### config.mk
export PLATFORM = sky130hd
export DESIGN_NAME = pattern_scan_engine
export DESIGN_NICKNAME = d
export VERILOG_FILES = /design/src/rtl/pattern_scan_engine.sv
export SDC_FILE = /design/constraint.sdc
export NUM_CORES = 1
export LEC_CHECK = 0
export ABC_AREA = 1
export BUFFER_PORTS_ARGS = -buffer_cell sky130_fd_sc_hd__buf_4
export CAP_MARGIN = 20
export CORE_UTILIZATION = 28
export CTS_CLUSTER_SIZE = 10
export DETAILED_ROUTE_END_ITERATION = 6
export PLACE_DENSITY = 0.45
export SYNTH_ARGS = -nofsm -noshare
export SYNTH_HDL_FRONTEND = slang
export SYNTH_SLANG_ARGS = --single-unit
### constraint.sdc
create_clock -name clk -period 19.45 [get_ports clk]
set_input_delay 0 -clock clk [delete_from_list [all_inputs] [get_ports clk]]
set_output_delay 0 -clock clk [all_outputs]
set_load 0.01 [all_outputs]
### src/rtl/pattern_scan_engine.sv
`default_nettype none
// +--------------------------------------------------------------------------+
// | Module   : pattern_scan_engine                                           |
// | Purpose  : Scans N_BYTES message bytes from data memory and counts       |
// |            occurrences of a PAT_W-bit pattern three ways:                |
// |              - cnt_inbyte : matches fully inside one byte (overlapping)  |
// |              - cnt_bytes  : bytes holding at least one in-byte match     |
// |              - cnt_cross  : matches over the whole MSB-first bit stream, |
// |                             overlapping or greedy non-overlapping        |
// |            The three counts (saturated to 8 bits) are then written to    |
// |            RES_BASE+0..2 and done is raised.                             |
// | Ports    : clk, reset (async, active high)                               |
// |            start / pat / no_overlap   - request and its operands         |
// |            mem_addr / mem_rdata       - registered address, comb. data   |
// |            mem_we / mem_wdata         - result write port                |
// |            cnt_inbyte/cnt_bytes/cnt_cross - full-width counts            |
// |            busy (SCAN, WB0..WB2), done (DONE)                            |
// | Revision : 1.0 - initial release                                         |
// +--------------------------------------------------------------------------+
module pattern_scan_engine #(
   parameter int PAT_W    = 5,
   parameter int N_BYTES  = 32,
   parameter int ADDR_W   = 8,
   parameter int MSG_BASE = 0,
   parameter int RES_BASE = 33,
   parameter int CNT_W    = 16
) (
   input  logic              clk,
   input  logic              reset,
   input  logic              start,
   input  logic [PAT_W-1:0]  pat,
   input  logic              no_overlap,
   output logic [ADDR_W-1:0] mem_addr,
   input  logic [7:0]        mem_rdata,
   output logic              mem_we,
   output logic [7:0]        mem_wdata,
   output logic [CNT_W-1:0]  cnt_inbyte,
   output logic [CNT_W-1:0]  cnt_bytes,
   output logic [CNT_W-1:0]  cnt_cross,
   output logic              busy,
   output logic              done
);

   // History holds the last PAT_W-1 stream bits of the previous byte.
   localparam int HIST_W = PAT_W - 1;
   localparam int EXT_W  = 8 + HIST_W;
   localparam int N_WIN  = 9 - PAT_W;   // in-byte window count

   localparam logic [ADDR_W-1:0] MSG_ADDR  = ADDR_W'(MSG_BASE);
   localparam logic [ADDR_W-1:0] LAST_ADDR = ADDR_W'(MSG_BASE + N_BYTES - 1);
   localparam logic [ADDR_W-1:0] RES_ADDR0 = ADDR_W'(RES_BASE);
   localparam logic [ADDR_W-1:0] RES_ADDR1 = ADDR_W'(RES_BASE + 1);
   localparam logic [ADDR_W-1:0] RES_ADDR2 = ADDR_W'(RES_BASE + 2);
   localparam logic [3:0]        COOL_RELOAD = 4'(PAT_W - 1);

   typedef enum logic [2:0] {
      ST_IDLE = 3'd0,
      ST_SCAN = 3'd1,
      ST_WB0  = 3'd2,
      ST_WB1  = 3'd3,
      ST_WB2  = 3'd4,
      ST_DONE = 3'd5
   } state_t;

   state_t              state_q, state_d;
   logic [ADDR_W-1:0]   mem_addr_q, mem_addr_d;
   logic                mem_we_q, mem_we_d;
   logic [7:0]          mem_wdata_q, mem_wdata_d;
   logic [PAT_W-1:0]    pat_q, pat_d;
   logic                no_ovl_q, no_ovl_d;
   logic [HIST_W-1:0]   hist_q, hist_d;
   logic [3:0]          cool_q, cool_d;
   logic [CNT_W-1:0]    cnt_inbyte_q, cnt_inbyte_d;
   logic [CNT_W-1:0]    cnt_bytes_q, cnt_bytes_d;
   logic [CNT_W-1:0]    cnt_cross_q, cnt_cross_d;

   // Per-byte match results
   logic [EXT_W-1:0]    ext;
   logic                first_byte;
   logic [7:0]          cross_match;
   logic [3:0]          inbyte_hits;
   logic                byte_hit;
   logic [3:0]          cross_hits;
   logic [3:0]          cool_after;

   function automatic logic [7:0] sat8(input logic [CNT_W-1:0] x);
      if (x > CNT_W'(255)) begin
         return 8'hFF;
      end
      return x[7:0];
   endfunction

   // Match evaluation for the byte currently on mem_rdata.
   always_comb begin
      ext         = {hist_q, mem_rdata};
      first_byte  = (mem_addr_q == MSG_ADDR);
      inbyte_hits = 4'd0;
      cross_match = 8'd0;
      cross_hits  = 4'd0;
      cool_after  = cool_q;

      for (int k = 0; k < N_WIN; k++) begin
         if (mem_rdata[k +: PAT_W] == pat_q) begin
            inbyte_hits = inbyte_hits + 4'd1;
         end
      end
      byte_hit = (inbyte_hits != 4'd0);

      // Position j (0 = byte MSB) ends the window at ext bit 7-j; the
      // window's top bit is the earliest stream bit. In byte 0 the history
      // is not real data, so windows reaching into it are masked off.
      for (int j = 0; j < 8; j++) begin
         cross_match[j] = (ext[(7 - j) +: PAT_W] == pat_q) &&
                          (!first_byte || (j >= HIST_W));
      end

      // Greedy non-overlap: positions resolve in stream order; the cooldown
      // counts positions still suppressed and carries into the next byte.
      for (int j = 0; j < 8; j++) begin
         if (no_ovl_q) begin
            if (cool_after != 4'd0) begin
               cool_after = cool_after - 4'd1;
            end else if (cross_match[j]) begin
               cross_hits = cross_hits + 4'd1;
               cool_after = COOL_RELOAD;
            end
         end else if (cross_match[j]) begin
            cross_hits = cross_hits + 4'd1;
         end
      end
   end

   // Next-state and datapath control
   always_comb begin
      state_d      = state_q;
      mem_addr_d   = mem_addr_q;
      mem_we_d     = mem_we_q;
      mem_wdata_d  = mem_wdata_q;
      pat_d        = pat_q;
      no_ovl_d     = no_ovl_q;
      hist_d       = hist_q;
      cool_d       = cool_q;
      cnt_inbyte_d = cnt_inbyte_q;
      cnt_bytes_d  = cnt_bytes_q;
      cnt_cross_d  = cnt_cross_q;

      case (state_q)
         ST_IDLE, ST_DONE: begin
            if (start) begin
               pat_d        = pat;
               no_ovl_d     = no_overlap;
               cnt_inbyte_d = '0;
               cnt_bytes_d  = '0;
               cnt_cross_d  = '0;
               hist_d       = '0;
               cool_d       = 4'd0;
               mem_addr_d   = MSG_ADDR;
               state_d      = ST_SCAN;
            end
         end
         ST_SCAN: begin
            cnt_inbyte_d = cnt_inbyte_q + CNT_W'(inbyte_hits);
            cnt_bytes_d  = cnt_bytes_q + CNT_W'(byte_hit);
            cnt_cross_d  = cnt_cross_q + CNT_W'(cross_hits);
            hist_d       = mem_rdata[HIST_W-1:0];
            cool_d       = cool_after;
            if (mem_addr_q == LAST_ADDR) begin
               // The first result must reflect the final byte's update.
               mem_addr_d  = RES_ADDR0;
               mem_we_d    = 1'b1;
               mem_wdata_d = sat8(cnt_inbyte_d);
               state_d     = ST_WB0;
            end else begin
               mem_addr_d = mem_addr_q + ADDR_W'(1);
            end
         end
         ST_WB0: begin
            mem_addr_d  = RES_ADDR1;
            mem_wdata_d = sat8(cnt_bytes_q);
            state_d     = ST_WB1;
         end
         ST_WB1: begin
            mem_addr_d  = RES_ADDR2;
            mem_wdata_d = sat8(cnt_cross_q);
            state_d     = ST_WB2;
         end
         ST_WB2: begin
            mem_we_d = 1'b0;
            state_d  = ST_DONE;
         end
         default: begin
            state_d = ST_IDLE;
         end
      endcase
   end

   always_ff @(posedge clk or posedge reset) begin
      if (reset) begin
         state_q      <= ST_IDLE;
         mem_addr_q   <= MSG_ADDR;
         mem_we_q     <= 1'b0;
         mem_wdata_q  <= 8'd0;
         pat_q        <= '0;
         no_ovl_q     <= 1'b0;
         hist_q       <= '0;
         cool_q       <= 4'd0;
         cnt_inbyte_q <= '0;
         cnt_bytes_q  <= '0;
         cnt_cross_q  <= '0;
      end else begin
         state_q      <= state_d;
         mem_addr_q   <= mem_addr_d;
         mem_we_q     <= mem_we_d;
         mem_wdata_q  <= mem_wdata_d;
         pat_q        <= pat_d;
         no_ovl_q     <= no_ovl_d;
         hist_q       <= hist_d;
         cool_q       <= cool_d;
         cnt_inbyte_q <= cnt_inbyte_d;
         cnt_bytes_q  <= cnt_bytes_d;
         cnt_cross_q  <= cnt_cross_d;
      end
   end

   assign mem_addr   = mem_addr_q;
   assign mem_we     = mem_we_q;
   assign mem_wdata  = mem_wdata_q;
   assign cnt_inbyte = cnt_inbyte_q;
   assign cnt_bytes  = cnt_bytes_q;
   assign cnt_cross  = cnt_cross_q;
   assign busy       = (state_q == ST_SCAN) || (state_q == ST_WB0) ||
                       (state_q == ST_WB1)  || (state_q == ST_WB2);
   assign done       = (state_q == ST_DONE);

endmodule
`default_nettype wire
; ---- After elaboration in Yosys (flattened, before gate mapping)
; Cells that the tools add are included.
[word_totals]
output_inout_bits = 67
elab_cells = 164
ff_bits = 82
in_bits = 17
[classes]
magnitude_cmp = 3
eq_ne = 16
addsub = 22
n_reduce_logical = 30
n_mux = 82
[ops]
columns = op, count
row1 = 4-bit two-way mux, 51
row2 = 16-bit one-hot mux with 2 select lines, 3
row3 = 8-bit two-way mux, 9
row4 = "16-bit by 8-bit > comparator with 1-bit output, second input constant", 3
row5 = "4-bit by 1-bit adder with 4-bit output, second input constant", 10
row6 = 5-bit equality test, 8
row7 = 4-bit nonzero test, 10
row8 = 16-bit by 4-bit adder with 16-bit output, 2
row9 = 8-bit one-hot mux with 4 select lines, 1
row10 = "4-bit by 1-bit subtractor with 4-bit output, second input constant", 8
row11 = 8-bit one-hot mux with 3 select lines, 1
row12 = 16-bit by 1-bit adder with 16-bit output, 1
row13 = 16-bit two-way mux, 1
row14 = 4-bit one-hot mux with 2 select lines, 2
row15 = 3-bit one-hot mux with 5 select lines, 1
row16 = 2-bit AND reduction, 6
row17 = 1-bit two-way mux, 10
row18 = "8-bit by 1-bit adder with 8-bit output, second input constant", 1
row19 = "8-bit by 5-bit equality test with 1-bit output, second input constant", 1
row20 = 8-bit logical NOT, 1
row21 = "3-bit by 2-bit equality test with 1-bit output, second input constant", 2
row22 = "3-bit equality test, second input constant", 2
row23 = 3-bit two-way mux, 2
row24 = 1-bit logical AND, 4
row25 = 9 further kinds, 13

; ---- Logic depth before layout (Yosys ltp)
; Gate-level depths: netlist of run 1.
[depth]
word_depth = 36
mapped_depth = 69

; ---- Worst setup path before layout of run 1
; Ideal clock, no wire load.
[synth_timing]
kind = reg2reg
from = register mem_addr_q[0] (netlist: mem_addr[0])
to = register cnt_cross_q[13] (netlist: cnt_cross[13])
arrival_time_ps = 6766
synth_period_minus_slack_ps = 6829
setup_slack_ps = 12621
setup_time_ps = 63
t_required_ps = 19387
path_stages_with_launch = 62
path_buffers = 0
path_cell_list = dfrtp_1 > inv_1 > ha_1 > nand3_1 > nor2_2 > nor2_2 > nand2_2 > nand2_4 > nand2_4 > nor2_1 > nor2_2 > nand2_1 > nand2_1 > nand2_1 > inv_2 > ha_1 > o21ai_0 > nand2_1 > (+26 left out) > nand3_4 > nand2_4 > nand2_4 > clkinv_2 > nand3_1 > nand2_1 > inv_1 > ha_1 > nand3_1 > and2_1 > inv_1 > a21oi_1 > nor4_1 > nand4_1 > nor2_1 > nand3_1 > a32o_1 > inv_1
[synth_between]
elab_chain_len = 36
word_cells_on_any_way = 73
cone_classes = add/sub: 14 / mux: 46 / reduce/logical: 13
[synth_rtl]
columns = item, line
row1 = "start, declared", 66  ; logic [ADDR_W-1:0] mem_addr_q, mem_addr_d;
row2 = "start signal, assigned", 212  ; mem_addr_q <= mem_addr_d;
row3 = 8-bit logical NOT *, 96  ; first_byte = (mem_addr_q == MSG_ADDR);
row4 = 1-bit logical NOT *, n/a
row5 = 1-bit logical AND, 113  ; cross_match[j] = (ext[(7 - j) +: PAT_W] == pat_q) &&
row6 = 1-bit two-way mux, "123, 127"
row7 = 4-bit two-way mux, 121  ; if (cool_after != 4'd0) begin
row8 = 4-bit two-way mux, 120  ; if (no_ovl_q) begin
row9 = 4-bit by 1-bit adder with 4-bit output, "124, 128"
row10 = 4-bit two-way mux, "123, 127"
row11 = (+20 left out), n/a
row12 = 4-bit two-way mux, 121
row13 = 4-bit two-way mux, 120
row14 = 4-bit by 1-bit adder with 4-bit output, "124, 128"
row15 = 4-bit two-way mux, "123, 127"
row16 = 4-bit two-way mux, 121
row17 = 4-bit two-way mux *, 120
row18 = 16-bit by 4-bit adder with 16-bit output *, 164  ; cnt_cross_d = cnt_cross_q + CNT_W'(cross_hits);
row19 = 16-bit one-hot mux with 2 select lines *, 147  ; case (state_q)
row20 = "end signal, assigned", 221  ; cnt_cross_q <= cnt_cross_d;
row21 = "end, declared", 75  ; logic [CNT_W-1:0] cnt_cross_q, cnt_cross_d;
; Mark *: on every way between the ends. The rest lies on a longest branch, timed or not.
; A chain may end at the register's enable or synchronous reset.

; ---- Worst setup path after layout of run 1
[layout_timing]
from = register mem_addr_q[0] (netlist: mem_addr[0])
to = register cnt_cross_q[15] (netlist: cnt_cross[15])
; Same word-level chain as after synthesis.

==> results of run 1 <==
==> worst min path at each step <==
stage / start / endpoint / slack [ns]
2_1_floorplan: pat[2] / pat_q[2] / 0.11
3_3_place_gp: reset / pat_q[3] / 0.1
3_5_place_dp: reset / pat_q[4] / 0.1
4_1_cts: start / state_q[1] / 0.13
5_1_grt: start / mem_addr[7] / 0.21
6_report: start / mem_addr[7] / 0.14
==> state kept, by name, summed over array words and instances, names as in the netlist <==
register / count
cnt_inbyte: 16
pat_q: 5
mem_addr: 8
no_ovl_q: 1
cnt_bytes: 16
mem_wdata: 8
cool_q: 4
mem_we: 1
cnt_cross: 16
hist_q: 4
state_q: 3
==> critical path, delay by kind of cell, from the launching register on <==
family	cells	cell delay (ns)
compound gates	5	0.65
flops	1	0.40
buf+inv	7	0.55
fa+ha+maj	6	1.35
simple gates	43	4.83
==> timing repair <==
| item | 4_1_cts | 5_1_grt |
|---|---|---|
| setup endpoints to repair | 0 | 0 |
| buffers inserted | 0 | 0 |
| hold buffers | 11 | 0 |
| hold endpoints to repair | 41 | 0 |
==> per-stage QoR <==
step                      worst slack, ns  hold WS [ns]  util, %
after floorplan                     12.62         0.110        -
after global placement              11.48        0.0995     32.7
after detailed placement            11.46        0.0995     32.7
after CTS                           11.42         0.128     34.4
after global routing                10.51         0.210     34.4
final                               11.50         0.139     34.4
==> cells by family after synthesis <==
| group | after synthesis | share of synthesized area [%] |
|---|---|---|
| compound gates | 162 | 14.2 |
| xor+xnor | 63 | 8.27 |
| fa+ha+maj | 31 | 5.88 |
| buf+inv | 182 | 10.7 |
| flops | 82 | 29.9 |
| mux | 2 | 0.292 |
| other cells | 1 | 0.0547 |
| simple gates | 435 | 30.6 |
==> cell usage after synthesis (3+ instances only) <==
| library cell | number | share of area, % |
|---|---|---|
| a41oi_1 | 10 | 1.3 |
| clkbuf_1 | 16 | 0.88 |
| ha_1 | 29 | 5.3 |
| a22o_1 | 7 | 0.89 |
| o21ai_2 | 4 | 0.51 |
| clkinv_1 | 4 | 0.22 |
| nand3_1 | 52 | 3.8 |
| nor4_1 | 11 | 1.0 |
| nand2_2 | 19 | 1.7 |
| nand3_2 | 7 | 1.0 |
| nand2_4 | 11 | 1.8 |
| buf_1 | 3 | 0.16 |
| o21ai_1 | 5 | 0.37 |
| nand4_1 | 11 | 1.0 |
| o21ai_0 | 63 | 4.6 |
| xnor2_1 | 21 | 2.7 |
| inv_1 | 133 | 7.3 |
| dfrtp_1 | 82 | 30 |
| nand2_1 | 199 | 11 |
| nor2_1 | 85 | 4.7 |
| buf_6 | 4 | 0.66 |
| inv_2 | 14 | 0.77 |
| nor3_1 | 10 | 0.73 |
| xor2_1 | 40 | 5.1 |
| a21oi_1 | 35 | 2.6 |
| nand3b_1 | 4 | 0.44 |
| nor2_4 | 4 | 0.66 |
| a31oi_1 | 4 | 0.37 |
| or2_2 | 3 | 0.27 |
| buf_4 | 4 | 0.44 |
| o22ai_1 | 18 | 1.6 |
| nor2_2 | 11 | 1.0 |
==> cell type report <==
class	count	area (µm²)	share of cell area, %
repair buffers	101	786	9.61
flip-flops and latches	82	2050	25.1
clock inverters	6	65.1	0.796
multi-input cells	694	4070	49.7
well taps	319	399	4.88
inverters	153	579	7.08
clock buffers	10	229	2.80
==> metal layers <==
layer	up-vias	wire length [µm]	GRT usage, %
met5	-	0	0
met4	0	229	3.66
met3	13	911	3.59
met2	109	8470	25.7
met1	2818	9590	22.1
li1	3275	-	-
==> where the power goes <==
part | total (mW) | switching [mW] | internal, mW
Sequential | 0.273 | 0.0594 | 0.214
Clock | 0.176 | 0.0762 | 0.100
Combinational | 1.08 | 0.691 | 0.386
==> impl_metrics.env, run 1 <==
export IMPL_skew_ns=0.0103
export IMPL_startpoint="mem_addr[0]"
export IMPL_fill_cells=2586
export IMPL_cts_resized_gates=0
export IMPL_grt_max_degree=52
export IMPL_htree_levels=3
export IMPL_first_pass_iters=4
export IMPL_critPathSlowestCell="nor4_1"
export IMPL_grt_pass1_vias=6007
export IMPL_die_area_mm2=0.0251
export IMPL_start_util_pct=28.8
export IMPL_cts_tree="done"
export IMPL_drv_slew=0
export IMPL_path_class="register to register"
export IMPL_synthFlopType="dfrtp_1"
export IMPL_clock_sinks=82
export IMPL_period_minus_slack_ns=7.95
export IMPL_antenna_cells=0
export IMPL_drtIter0Drc=260
export IMPL_die_width_um=158
export IMPL_ir_worst_vdd_mv=0.0736
export IMPL_grt_first_pass_wirelength_um=31500
export IMPL_cp_required_ns=19.68
export IMPL_hold_violations=0
export IMPL_holdPathStages=5
export IMPL_worst_setup_path_end_kind="register"
export IMPL_yosysUniqueCellTypes=58
export IMPL_p_total_mw=1.53
export IMPL_area_growth_pct=19.4
export IMPL_critPathLaunchType="register"
export IMPL_fp_row_count=56
export IMPL_crit_path_end="cnt_cross[15]"
export IMPL_cp_data_arrival_time_ns=8.18
export IMPL_place_inst=1338
export IMPL_wirelength_um=19200
export IMPL_syn_nets=1006
export IMPL_clk_pin_slew_ns=0.07
export IMPL_power_density_mw_per_mm2=187
export IMPL_dp_hpwl_um=14600
export IMPL_slew_headroom_pct=34.6
export IMPL_r2r_start="mem_addr[0]"
export IMPL_fin_nets=1089
export IMPL_core_mm2=0.0238
export IMPL_drive_gt1_share_pct=18.3
export IMPL_tns_ns=0
export IMPL_instances_no_fill=1365
export IMPL_layout_common_cells="nand2_1 (199), inv_1 (132), buf_4 (90)"
export IMPL_cp_common_cell="nand2_1"
export IMPL_grt_overflow_total=0
export IMPL_max_freq_ghz=0.126
export IMPL_synth_cells=958
export IMPL_netlist_area_mm2=0.00685
export IMPL_drc=0
export IMPL_place_gp_congestion=0.837
export IMPL_post_dp_cell_area_mm2=0.00777
export IMPL_io_buffers=83
export IMPL_outcome="finished, final reports clean"
export IMPL_yosys_warnings=0
export IMPL_r2r_cells=61
export IMPL_finalSetupViolCount=0
export IMPL_synth_seq_cells=82
export IMPL_grt_usage_pct=16.1
export IMPL_stdcell_area_mm2=0.00818
export IMPL_final_antenna_net_count=0
export IMPL_drv_cap=0
export IMPL_synth_edf_count=0
export IMPL_cts_inserted_buffers=9
export IMPL_clk_path_buf_depth=2
export IMPL_root_buffer="clkbuf_16"
export IMPL_rsz0062_at_grt="false"
export IMPL_slowest_delay_ns=0.47
export IMPL_worstMarginPinSlew_ns=0.979
export IMPL_yosysSeqAreaShare_pct=29.9
export IMPL_path_max_fanout=5
export IMPL_vias_per_cell=4.55
export IMPL_timing_final_crit_share_pct=40.9
export IMPL_wl_per_cell_um=14.1
export IMPL_vias=6215
export IMPL_num_io_pins=84
export IMPL_synthArstFlopShare_pct=100
export IMPL_fp_dieH_um=158
export IMPL_reg2reg_slack_ns=11.50
export IMPL_clock_latency_ns=0.35
export IMPL_r2r_end="cnt_cross[15]"
export IMPL_antenna_found_initial=0
export IMPL_p_leak_nw=4.05
export IMPL_mostFrequentLayoutCell="nand2_1"
export IMPL_hold_class="input pin to register"
export IMPL_syn_area_per_cell_um2=7.15
Note: power is estimated with default switching activity, not from simulation.
==> inputs of run 2 (changes only) <==
--- a/config.mk
+++ b/config.mk
@@ -11,7 +11,7 @@
 export CORE_UTILIZATION = 28
 export CTS_CLUSTER_SIZE = 10
 export DETAILED_ROUTE_END_ITERATION = 6
-export PLACE_DENSITY = 0.45
+export PLACE_DENSITY = 0.47
 export SYNTH_ARGS = -nofsm -noshare
 export SYNTH_HDL_FRONTEND = slang
 export SYNTH_SLANG_ARGS = --single-unit
==> constraint.sdc (replaced) <==
create_clock -name clk -period 7.3 [get_ports clk]
set_input_delay 0 -clock clk [delete_from_list [all_inputs] [get_ports clk]]
set_output_delay 0 -clock clk [all_outputs]
set_load 0.01 [all_outputs]
==> run 2 against run 1 <==
Sequential power grew to 2.5 times the previous value. Combinational power grew to 3.3 times the previous value. Hold slack worse by 0.11 ns. Core utilization is 2.8 points higher. Critical endpoint unchanged. Largest cell class unchanged.
==> impl_metrics.env, run 2 (same netlist as run 1, synthesis figures left out) <==
export IMPL_pwr_share_clk_pct=10.4
export IMPL_p_seq_share_pct=14.4
export IMPL_num_io_pins=84
export IMPL_reg2reg_slack_ns=0.51
export IMPL_clock_latency_ns=0.35
export IMPL_comb_power_share_pct=75.2
export IMPL_die_width_um=158
export IMPL_io_buffers=83
export IMPL_r2r_cells=60
export IMPL_clk_path_buf_depth=2
export IMPL_fill_cells=2505
export IMPL_slowest_delay_ns=0.38
export IMPL_htree_levels=3
export IMPL_highest_layer="met4"
export IMPL_mostFrequentLayoutCell="nand2_1"
export IMPL_critPathTopFamily="simple AND/OR/NAND/NOR gates"
export IMPL_wl_met3_um=1220
export IMPL_cp_required_ns=7.53
export IMPL_grt_first_pass_wirelength_um=32500
export IMPL_stdcell_area_mm2=0.00883
export IMPL_skew_ns=0.00838
export IMPL_path_class="register to register"
export IMPL_drt_met1_wl_um=9660
export IMPL_path_depth=60
export IMPL_critPathSlowestCell="dfrtp_1"
export IMPL_finalSetupViolCount=0
export IMPL_drc=0
export IMPL_outcome="finished, final reports clean"
export IMPL_grt_usage_pct=16.5
export IMPL_first_pass_iters=5
export IMPL_timing_final_crit_share_pct=93.1
export IMPL_drive_gt1_share_pct=27.6
export IMPL_antenna_found_initial=0
export IMPL_drv_cap=0
export IMPL_wl_per_cell_um=14.2
export IMPL_drv_slew=0
export IMPL_place_gp_congestion=0.853
export IMPL_crit_buf_inv=11
export IMPL_path_max_fanout=5
export IMPL_startpoint="cool_q[0]"
export IMPL_r2r_end="cnt_cross[15]"
export IMPL_fin_nets=1139
export IMPL_worst_setup_path_end_kind="register"
export IMPL_power_switching_share_pct=51.0
export IMPL_p_total_mw=4.79
export IMPL_cts_inserted_buffers=9
export IMPL_fp_row_count=56
export IMPL_cts_tree="done"
export IMPL_post_dp_cell_area_mm2=0.00804
export IMPL_cp_data_arrival_time_ns=7.02
export IMPL_routed_wl_met2_um=9080
export IMPL_start_util_pct=28.8
export IMPL_max_freq_ghz=0.147
export IMPL_core_mm2=0.0238
export IMPL_wirelength_um=20100
export IMPL_fp_dieH_um=158
export IMPL_fin_util_pct=37.2
export IMPL_cp_common_cell="nand2_1"
export IMPL_p_leak_nw=4.30
export IMPL_final_antenna_net_count=0
export IMPL_ir_worst_vdd_mv=0.254
export IMPL_r2r_start="cool_q[0]"
export IMPL_vias_per_cell=4.60
export IMPL_grt_max_degree=57
export IMPL_vias=6502
export IMPL_power_density_mw_per_mm2=542
export IMPL_worstMarginPinSlew_ns=1.01
export IMPL_switchingPower_mw=2.44
export IMPL_holdCritStartpoint="mem_rdata[2]"
export IMPL_slew_headroom_pct=32.4
export IMPL_critPathLaunchType="register"
export IMPL_antenna_cells=0
export IMPL_grt_pass1_vias=6177
export IMPL_hold_class="input pin to register"
export IMPL_crit_path_end="cnt_cross[15]"
export IMPL_die_area_mm2=0.0251
export IMPL_period_minus_slack_ns=6.79
export IMPL_clock_sinks=82
export IMPL_area_growth_pct=28.9
export IMPL_p_int_mw=2.35
export IMPL_clk_pin_slew_ns=0.07
export IMPL_layout_common_cells="nand2_1 (188), buf_4 (141), inv_1 (120)"
export IMPL_drtIter0Drc=233
export IMPL_grt_overflow_total=0
export IMPL_dp_hpwl_um=15100
export IMPL_hold_violations=0
export IMPL_root_buffer="clkbuf_16"
## run 2: power groups by stage
stage | Clock, mW | Combinational, mW | Sequential, mW
floorplan | 0 | 2.30 | 0.689
global route | 0.532 | 4.04 | 0.707
CTS | 0.515 | 3.23 | 0.687
finish | 0.499 | 3.60 | 0.689
global placement | 0 | 3.23 | 0.693
detailed placement | 0 | 3.21 | 0.691
## run 2: timing repair
item / CTS / global route
hold endpoints to repair: 35 / 0
buffers inserted: 0 / 16
pin swaps: 0 / 40
resized for setup: 2 / 79
hold buffers: 10 / 0
endpoints found under the setup margin: 3 / 12
## run 2: worst reg2reg max path, delay by kind of cell, from the launching register on
kind	cells	cell delay, ns
simple gates	38	3.83
flops	1	0.38
compound gates	5	0.61
fa+ha+maj	6	1.22
buf+inv	11	0.61
## run 2: layout make-up
class / instances / area, µm² / area share (%)
Inverter: 153 / 583 / 6.60
Sequential cell: 82 / 2060 / 23.3
Multi-Input combinational cell: 694 / 4320 / 48.9
Clock buffer: 10 / 229 / 2.59
Tap cell: 319 / 399 / 4.52
Timing Repair Buffer: 151 / 1160 / 13.1
Clock inverter: 6 / 90.1 / 1.02
## run 2: metal layers
layer / GRT usage, % / up-vias
met5: 0 / -
met4: 3.62 / 0
met3: 4.65 / 12
met2: 26.5 / 115
met1: 21.9 / 3005
li1: - / 3370
## run 2: worst min-delay path by stage
stage	end	slack, ns	cells past startpoint
after detailed placement	pat_q[3]	0.06	2
after floorplan	pat_q[2]	0.11	2
after global routing	hist_q[2]	0.05	3
after CTS	hist_q[2]	0.01	3
final	hist_q[2]	0.03	3
after global placement	pat_q[3]	0.06	2
## run 2: stage by stage
step           instances  setup WS [ns]  TNS, ns  hold slack (ns)
2_1_floorplan        958          0.471        0            0.110
3_3_place_gp        1373        -0.0752   -0.192           0.0622
3_5_place_dp        1373        -0.0855   -0.201           0.0637
4_1_cts             1399        0.00622        0           0.0123
5_1_grt             1415        -0.0728   -0.197           0.0540
6_report            1415          0.505        0           0.0283
==> inputs of run 3 (changes only) <==
--- a/config.mk
+++ b/config.mk
@@ -5,12 +5,13 @@
 export SDC_FILE = /design/constraint.sdc
 export NUM_CORES = 1
 export LEC_CHECK = 0
-export ABC_AREA = 1
+export ABC_AREA = 0
 export BUFFER_PORTS_ARGS = -buffer_cell sky130_fd_sc_hd__buf_4
 export CAP_MARGIN = 20
 export CORE_UTILIZATION = 28
 export CTS_CLUSTER_SIZE = 10
 export DETAILED_ROUTE_END_ITERATION = 6
+export GPL_ROUTABILITY_DRIVEN = 0
 export PLACE_DENSITY = 0.47
 export SYNTH_ARGS = -nofsm -noshare
 export SYNTH_HDL_FRONTEND = slang
==> run 3 against run 2 <==
The flow now finishes with violations (setup timing). Critical path depth decreased by 22. Synthesized area increased by 0.62%. Clock power decreased by 14%. Combinational power increased by 10%. Routed wire length increased by 4.6%. Largest power group unchanged. Die area increased by 0.61%. Register-to-register slack got worse by 0.53 ns. Critical endpoint is now cnt_cross[9].
==> impl_metrics.env, run 3 <==
export IMPL_outcome="finished, violations left"
export IMPL_failed_checks="setup timing"
export IMPL_die_area_mm2=0.0253
export IMPL_path_max_fanout=6
export IMPL_grt_overflow_total=0
export IMPL_worst_setup_path_end_kind="register"
export IMPL_switchingPower_mw=2.35
export IMPL_synth_seq_cells=82
export IMPL_antenna_found_initial=0
export IMPL_tns_ns=-0.0637
export IMPL_num_io_pins=84
export IMPL_clock_sinks=82
export IMPL_drtIter0Drc=372
export IMPL_synth_compound_area_share_pct=23.5
export IMPL_clk_path_buf_depth=2
export IMPL_cp_required_ns=7.56
export IMPL_r2r_start="cool_q[1]"
export IMPL_wl_per_cell_um=16.0
export IMPL_root_buffer="clkbuf_16"
export IMPL_slew_headroom_pct=39.4
export IMPL_cts_inserted_buffers=9
export IMPL_area_growth_pct=33.2
export IMPL_drv_slew=0
export IMPL_vias_per_cell=5.04
export IMPL_first_pass_iters=5
export IMPL_wirelength_um=21000
export IMPL_io_buffers=83
export IMPL_synth_cells=829
export IMPL_mostFrequentLayoutCell="buf_4"
export IMPL_layout_common_cells="buf_4 (175), nand2_1 (93), dfrtp_1 (82)"
export IMPL_place_ws_ns=-0.171
export IMPL_synth_top_family_by_area="simple AND/OR/NAND/NOR gates"
export IMPL_synth_most_common_cell="nand2_1"
export IMPL_cp_data_arrival_time_ns=7.59
export IMPL_syn_area_per_cell_um2=8.32
export IMPL_drv_cap=0
export IMPL_grt_first_pass_wirelength_um=34200
export IMPL_path_class="register to register"
export IMPL_timing_final_crit_share_pct=100
export IMPL_cp_common_cell="ha_4"
export IMPL_r2r_end="cnt_cross[9]"
export IMPL_netlist_area_leader_share_pct=29.8
export IMPL_vias=6626
export IMPL_slowest_delay_ns=0.43
export IMPL_hold_violations=0
export IMPL_synthMuxAreaShare_pct=3.43
export IMPL_yosysUniqueCellTypes=90
export IMPL_p_seq_share_pct=13.6
export IMPL_grt_usage_pct=16.6
export IMPL_syn_nets=877
export IMPL_crit_path_end="cnt_cross[9]"
export IMPL_clk_pin_slew_ns=0.07
export IMPL_p_leak_nw=4.03
export IMPL_yosys_area_top_type="dfrtp_1"
export IMPL_drc=0
export IMPL_pwr_share_clk_pct=8.4
export IMPL_grt_pass1_vias=6266
export IMPL_htree_levels=3
export IMPL_period_minus_slack_ns=7.33
export IMPL_dp_hpwl_um=15400
export IMPL_reg2reg_slack_ns=-0.03
export IMPL_cts_tree="done"
export IMPL_power_switching_share_pct=46.1
export IMPL_max_freq_ghz=0.136
export IMPL_start_util_pct=28.4
export IMPL_yosys_area_share_adder_pct=5.84
export IMPL_r2r_cells=38
export IMPL_antenna_cells=0
export IMPL_ir_worst_vdd_mv=0.293
export IMPL_yosys_warnings=0
export IMPL_startpoint="cool_q[1]"
export IMPL_skew_ns=0.00898
export IMPL_synth_common_cells="nand2_1 (96), o21ai_0 (87), dfrtp_1 (82), nand3_1 (65), nor2_1 (59)"
export IMPL_post_dp_cell_area_mm2=0.00848
export IMPL_stdcell_area_mm2=0.00918
export IMPL_synthArstFlopShare_pct=100
export IMPL_synth_edf_count=0
export IMPL_hold_slack_ns=0.201
export IMPL_drive_gt1_share_pct=29.3
export IMPL_final_antenna_net_count=0
export IMPL_finalSetupViolCount=3
export IMPL_grt_max_degree=62
export IMPL_fin_nets=1034
export IMPL_synth_xor_area_share_pct=9.60
export IMPL_worstMarginPinSlew_ns=0.908
export IMPL_p_int_mw=2.75
export IMPL_fp_dieH_um=159
export IMPL_comb_power_share_pct=78.0
export IMPL_netlist_area_mm2=0.00689
export IMPL_critPathLaunchType="register"
export IMPL_critPathSlowestCell="or3b_4"
export IMPL_rsz0062_at_grt="true"
export IMPL_yosysSeqAreaShare_pct=29.8
export IMPL_synthTopCellsByArea="dfrtp_1 (30%), o21ai_0 (6.3%), ha_1 (5.3%), nand2_1 (5.2%), nand3_1 (4.7%)"
export IMPL_synthSimpleGateAreaFrac_pct=23.6
export IMPL_clock_latency_ns=0.34
export IMPL_setup_ws_ns=-0.0295
export IMPL_power_density_mw_per_mm2=555
export IMPL_core_mm2=0.0242
export IMPL_synthFlopType="dfrtp_1"
export IMPL_hold_class="input pin to async pin"
export IMPL_die_width_um=159
export IMPL_fp_row_count=57
run 3: logic make-up after synthesis:
group	Yosys count
compound gates	227
buf+inv	69
xor+xnor	74
simple gates	323
other cells	1
fa+ha+maj	31
flops	82
mux	22
run 3: worst min path at each step:
stage | start | endpoint | slack, ns | cells past startpoint
after floorplan | mem_rdata[0] | hist_q[0] | 0.11 | 2
after global placement | reset | mem_addr[7] | 0.006 | 2
after detailed placement | reset | mem_addr[5] | 0.006 | 2
after CTS | reset | mem_addr[5] | 0.20 | 3
after global routing | reset | mem_addr[5] | 0.23 | 3
final | reset | mem_addr[5] | 0.20 | 3
run 3: layout make-up:
class,count,area (µm²)
clock buffers,12,246
clock inverters,4,27.5
fillers,2524,15100
inverters,25,97.6
multi-input cells,678,4890
flip-flops and latches,82,2050
well taps,324,405
repair buffers,190,1470
run 3: per-layer routing:
metal	share of wire, %	wire, µm	global-route usage (%)
met5	0	0	0
met4	1.9	403	5.24
met3	3.4	716	2.01
met2	46	9770	26.5
met1	48	10200	23.3
run 3: repair_timing:
action	CTS	global route
endpoints found under the hold margin	32	0
pin swaps	10	30
hold buffers	12	0
resized for setup	8	29
setup buffers	8	12
endpoints found under the setup margin	12	14
run 3: per-stage QoR:
step	power [mW]	utilization [%]	cells
6_report	5.09	37.9	1315
3_3_place_gp	4.30	35.0	1268
4_1_cts	4.84	37.0	1304
2_1_floorplan	3.11	-	829
5_1_grt	5.52	37.9	1315
3_5_place_dp	4.28	35.0	1268
run 3: power groups by stage:
stage          clock, mW  combinational, mW  sequential [mW]
4_1_cts            0.446               3.71            0.690
3_5_place_dp           0               3.58            0.695
3_3_place_gp           0               3.60            0.697
2_1_floorplan          0               2.42            0.690
5_1_grt            0.461               4.35            0.710
6_report           0.429               3.97            0.693
run 3: critical path: cells and delay by family (launching register included):
kind / cells / cell delay, ns
AO/OA/AOI/OAI: 14 / 2.74
multiplexers: 3 / 0.85
AND/OR/NAND/NOR: 11 / 1.73
buffers and inverters: 4 / 0.31
flip-flops: 1 / 0.38
adder cells (fa/ha/maj): 6 / 1.25
